<file path="src/rtl/minc_seq.sv">
// ----------------------------------------------------------------------------
// minc_seq -- execution sequencer for the minc core.
//
// Owns the program memory (2^ADDR_W words of WORD_W bits), fills it from a
// host word stream, and gates the core with a per-cycle enable so the host
// can free-run to a breakpoint, single-step a counted number of
// instructions, or halt.
//
// Ports
//   CLK, nRESET          clock (rising edge), asynchronous active-low reset
//   cmd_valid/cmd_ready  command handshake; cmd_op 00 LOAD 01 RUN 10 STEP 11 HALT
//   cmd_arg              LOAD: words-1, RUN: breakpoint pc, STEP: steps-1
//   ld_valid/ld_ready    program word handshake, ld_data = word
//   pc                   core program counter (input)
//   instr                mem[pc], asynchronous read
//   core_en              core executes one instruction on the next edge
//   core_clr             one-cycle pulse: core clears pc and accumulator
//   busy                 sequencer not idle
//   done                 one-cycle pulse when RUN/STEP ends
//   cmd_err              one-cycle pulse on a command ignored while executing
// ----------------------------------------------------------------------------
module minc_seq #(
    parameter int ADDR_W = 8,
    parameter int WORD_W = 9
) (
    input  logic              CLK,
    input  logic              nRESET,
    input  logic              cmd_valid,
    output logic              cmd_ready,
    input  logic [1:0]        cmd_op,
    input  logic [ADDR_W-1:0] cmd_arg,
    input  logic              ld_valid,
    output logic              ld_ready,
    input  logic [WORD_W-1:0] ld_data,
    input  logic [ADDR_W-1:0] pc,
    output logic [WORD_W-1:0] instr,
    output logic              core_en,
    output logic              core_clr,
    output logic              busy,
    output logic              done,
    output logic              cmd_err
);

    localparam int DEPTH = 2 ** ADDR_W;

    typedef enum logic [2:0] {
        IDLE = 3'd0,
        LOAD = 3'd1,
        CLR  = 3'd2,
        RUN  = 3'd3,
        STEP = 3'd4
    } state_t;

    typedef enum logic [1:0] {
        OP_LOAD = 2'b00,
        OP_RUN  = 2'b01,
        OP_STEP = 2'b10,
        OP_HALT = 2'b11
    } op_t;

    state_t            state;
    logic [ADDR_W-1:0] wcnt;    // words still to load after the current one
    logic [ADDR_W-1:0] waddr;   // next load address
    logic [ADDR_W-1:0] brk;     // RUN breakpoint
    logic [ADDR_W-1:0] scnt;    // steps still to take after the current one
    logic              first;   // first RUN cycle: breakpoint is not checked

    logic [WORD_W-1:0] mem [DEPTH];

    op_t  op;
    logic in_exec;
    logic cmd_acc;
    logic halt_acc;
    logic bad_cmd;
    logic brk_hit;
    logic wr_en;

    assign op        = op_t'(cmd_op);
    assign in_exec   = (state == RUN) || (state == STEP);
    assign cmd_ready = (state == IDLE) || in_exec;
    assign ld_ready  = (state == LOAD);
    assign busy      = (state != IDLE);
    assign cmd_acc   = cmd_valid && cmd_ready;
    assign halt_acc  = cmd_acc && in_exec && (op == OP_HALT);
    assign bad_cmd   = cmd_acc && in_exec && (op != OP_HALT);
    // The first cycle of a RUN always executes so a RUN issued at the
    // breakpoint address resumes instead of stopping immediately.
    assign brk_hit   = (state == RUN) && !first && (pc == brk);
    assign wr_en     = ld_valid && (state == LOAD);

    // The instruction at a break or halt point must not execute, so the
    // enable is pulled low combinationally in that same cycle.
    assign core_en   = ((state == RUN) && !brk_hit && !halt_acc) ||
                       ((state == STEP) && !halt_acc);

    assign instr     = mem[pc];

    // NOTE: the program memory has no reset branch on purpose: contents must
    // survive nRESET, and leaving it out lets synthesis map it to RAM.
    always_ff @(posedge CLK) begin
        if (wr_en) begin
            mem[waddr] <= ld_data;
        end
    end

    // NOTE: every register below is assigned with <= so all of them update
    // from the same pre-edge values; blocking assignments here would let
    // later statements see half-updated state.
    always_ff @(posedge CLK or negedge nRESET) begin
        if (!nRESET) begin
            state    <= IDLE;
            wcnt     <= '0;
            waddr    <= '0;
            brk      <= '0;
            scnt     <= '0;
            first    <= 1'b0;
            done     <= 1'b0;
            core_clr <= 1'b0;
            cmd_err  <= 1'b0;
        end else begin
            // Pulses default low and are raised only by the causing edge.
            done     <= 1'b0;
            core_clr <= 1'b0;
            cmd_err  <= bad_cmd;

            unique case (state)
                IDLE: begin
                    if (cmd_valid) begin
                        unique case (op)
                            OP_LOAD: begin
                                state <= LOAD;
                                wcnt  <= cmd_arg;
                                waddr <= '0;
                            end
                            OP_RUN: begin
                                state <= RUN;
                                brk   <= cmd_arg;
                                first <= 1'b1;
                            end
                            OP_STEP: begin
                                state <= STEP;
                                scnt  <= cmd_arg;
                            end
                            OP_HALT: ;
                        endcase
                    end
                end

                LOAD: begin
                    if (ld_valid) begin
                        waddr <= waddr + 1'b1;
                        if (wcnt == '0) begin
                            state    <= CLR;
                            core_clr <= 1'b1;
                        end else begin
                            wcnt <= wcnt - 1'b1;
                        end
                    end
                end

                CLR: state <= IDLE;

                RUN: begin
                    first <= 1'b0;
                    if (halt_acc || brk_hit) begin
                        state <= IDLE;
                        done  <= 1'b1;
                    end
                end

                STEP: begin
                    // A HALT landing on the last step still gives one done.
                    if (halt_acc || (scnt == '0)) begin
                        state <= IDLE;
                        done  <= 1'b1;
                    end else begin
                        scnt <= scnt - 1'b1;
                    end
                end

                default: state <= IDLE;
            endcase
        end
    end

endmodule

</file>
<file path="config.mk">
export PLATFORM = sky130hd
export DESIGN_NAME = minc_seq
export DESIGN_NICKNAME = d
export VERILOG_FILES = /design/src/rtl/minc_seq.sv
export SDC_FILE = /design/constraint.sdc
export NUM_CORES = 2
export LEC_CHECK = 0
export CAP_MARGIN = 10
export CORE_MARGIN = 5
export CORE_UTILIZATION = 39
export DETAILED_ROUTE_END_ITERATION = 8
export PLACE_DENSITY_LB_ADDON = 0.2
export SLEW_MARGIN = 25
export SYNTH_ARGS = -nofsm -noshare
export SYNTH_HDL_FRONTEND = slang
export SYNTH_SLANG_ARGS = --single-unit
</file>
<file path="constraint.sdc">
create_clock -name CLK -period 2.8 [get_ports CLK]
set_input_delay 0.42 -clock CLK [delete_from_list [all_inputs] [get_ports CLK]]
set_output_delay 0.42 -clock CLK [all_outputs]
set_load 0.02 [all_outputs]
</file>
==> flow_summary.ini <==
[power]
ir_drop_mv = 0.539
power.total_mw = 76.0
p_leak_nw = 36.6
power.density_nw_per_um2 = 682

[grt]
grt_max_degree = 95
antenna_found_initial = 15
track_usage = 0.202
grt_pass1_vias = 48508
grt_first_pass_wirelength_mm = 357
grt_overflow_total = 0

[die]
fp.coreArea_um2 = 233000
rows = 177
die_x_um = 494
die-height_um = 494
dieArea_um2 = 244000
initial_core_util = 0.392
ios = 47

[synthesis]
synth_area_leaders = edfxtp_1 (76%), mux4_2 (12%), mux2i_1 (2.3%)
synth_top_area_share = 0.758
synth_warnings = 0
synth_cells = 4467
ys.flop_type = edfxtp_1
yosysSeqAreaShare = 0.769
synth_common_cells = edfxtp_1 (2304), mux4_2 (475), nor2_1 (310)
synth_area_per_cell_um2 = 20.4
ys_types = 63
synth-edff-count = 2304
ys_ff_latch = 2343
syn-cell-area_um2 = 91300
syn-num-nets = 4510
yosysMostFrequentCell = edfxtp_1
postSynth.asyncResetShare = 0.0166
synth_top_area_cell = edfxtp_1

[critical_path]
worstRegToRegCells = 10
startpoint_type = input pin
reg2reg_to = mem[250][3]
critPathMaxStageDelay_ns = 0.48
path_buf_inv = 7
crit_arrival_ns = 3.17
endpoint_kind = primary output
cp_max_fo = 8
crit_family = buffers and inverters
required_ns = 2.38
crit_slowest_cell = nor4_4
cp_cell_sequence = buf_16, buf_16, buf_16, buf_6, or3b_4, buf_4, o22ai_1, nor2_1, a31oi_1, a211oi_2, buf_4, nor4_4, buf_4
rrSetupSlack_ns = 0.22
r2r_start = state[2]
crit_type = in -> out

[drt]
vias_per_cell = 5.54
drcViolationCount = 0
drt-total-wl_mm = 249
ant_nets = 0
drt-initial-drc-count = 5332
drt_pass1_iterations = 5
via_count = 48101
wl_per_cell_um = 28.7

[finish]
area_delta_synth_final_pct = 22.1
fillers = 19277
seqCellArea_um2 = 70200
fin_util = 0.479
final_nets = 5388
fin_cells = 8683
multi_input_area_um2 = 21000
layout-drive-gt1-share = 0.347

[sta]
fin_tns_setup_ns = -6.63
rsz0062_at_grt = true
max_freq_ghz = 0.279
hold_viol_final = 0
finalSetupViolations = 10
slew_violations = 0
relSlewSlack = 0.363
final.setup.worst_slack_ns = -0.786
min_period_ns = 3.59
worst_slew_pin_slew_ns = 0.955
skew_ns = 0.0514
period_share = 1.28

[placement]
pre_cts_slack_ns = -1.62
io_buffers = 46
dp.cells = 8214
routabilityCongestion = 0.841
hpwl_mm = 160

[run_status]
violations = negative setup slack
outcome = finished with violations

[clock_tree]
cts_buffer_depth = 3
cts_tree = yes
cts_made_buffers = 238
clk_pin_slew_ns = 0.06
insertion_delay_ns = 0.86
cts_sinks = 2343
htree_levels = 4
clk_root_buffer_cell = clkbuf_16

[job]
maxCapViolations = 0

[min_path]
min_path_cells = 1
min_to = mem[34][2]
hp-start = ld_data[2]
hold_path_class = in -> reg
## report_power, final
part / internal (mW) / switching, mW
clock network: 17.4 / 13.4
registers: 38.8 / 0.244
logic: 2.51 / 3.71
total: 58.7 / 17.3
## registers in the layout (all words and copies together) (netlist names)
signal    cells
cmd_err       1
wcnt          8
state         3
done          1
core_clr      1
first         1
waddr         8
brk           8
mem        2304
scnt          8
## cell families after synthesis
| logic type | synth area share |
|---|---|
| muxes | 0.141 |
| buffers and inverters | 0.0176 |
| AOI/OAI and AO/OA | 0.0426 |
| DFF | 0.769 |
| adders and majority gates | 0.00165 |
| and+or+nand+nor | 0.0271 |
| xor gates and xnor gates | 0.000768 |
## per-layer routing
layer | part of all wire | routed length, µm | up-vias | GRT usage
met5 | 0 | 0 | - | 0
met4 | 0.018 | 4460 | 0 | 0.0413
met3 | 0.064 | 15900 | 274 | 0.0295
met2 | 0.48 | 119000 | 1622 | 0.322
met1 | 0.44 | 110000 | 25831 | 0.300
li1 | - | - | 20374 | -
## worst max-delay path by stage
stage	startpoint	end	depth (start not counted)
2_1_floorplan	pc[0]	instr[7]	10
3_3_place_gp	pc[0]	instr[1]	12
3_5_place_dp	pc[0]	instr[7]	12
4_1_cts	mem[102][7]	instr[7]	8
5_1_grt	mem[242][2]	instr[2]	7
6_report	pc[0]	instr[2]	13
## per-stage QoR
| stage | area [µm²] | hold WS, ns |
|---|---|---|
| 6_report | 111000 | 0.0606 |
| 4_1_cts | 111000 | 0.0541 |
| 5_1_grt | 111000 | 0.0349 |
| 2_1_floorplan | 91300 | 0.124 |
| 3_3_place_gp | 102000 | 0.473 |
| 3_5_place_dp | 102000 | 0.483 |
## cells in the final DEF (no fill, tap or decap), types with 39 or more instances in the layout
master / instances
mux4_2: 475
clkbuf_16: 242
nor2_1: 305
edfxtp_1: 2304
o22ai_1: 46
buf_12: 99
o21ai_0: 45
mux2i_1: 205
a22oi_2: 40
a22oi_1: 112
clkinv_2: 42
buf_4: 733
clkinv_1: 61
nand2_1: 84
o221ai_1: 47
dfrtp_1: 39
a21oi_1: 75
clkbuf_1: 54
## repair_timing
action | 4_1_cts | 5_1_grt
endpoints found under the hold margin | 150 | 0
gates resized for setup | 241 | 82
setup endpoints to repair | 13 | 12
buffers inserted | 15 | 10
hold buffers | 5 | 0
pin swaps | 72 | 50
gates cloned | 7 | 2
## final cells by class
class	count	share of cell area
Tap cell	3132	0.0352
Multi-Input combinational cell	1836	0.188
Clock inverter	148	0.0119
Sequential cell	2343	0.630
Clock buffer	294	0.0557
Timing Repair Buffer	911	0.0784
Inverter	15	0.000505
Antenna cell	4	0.0000899
No activity file was read; power rests on OpenSTA's default activity.
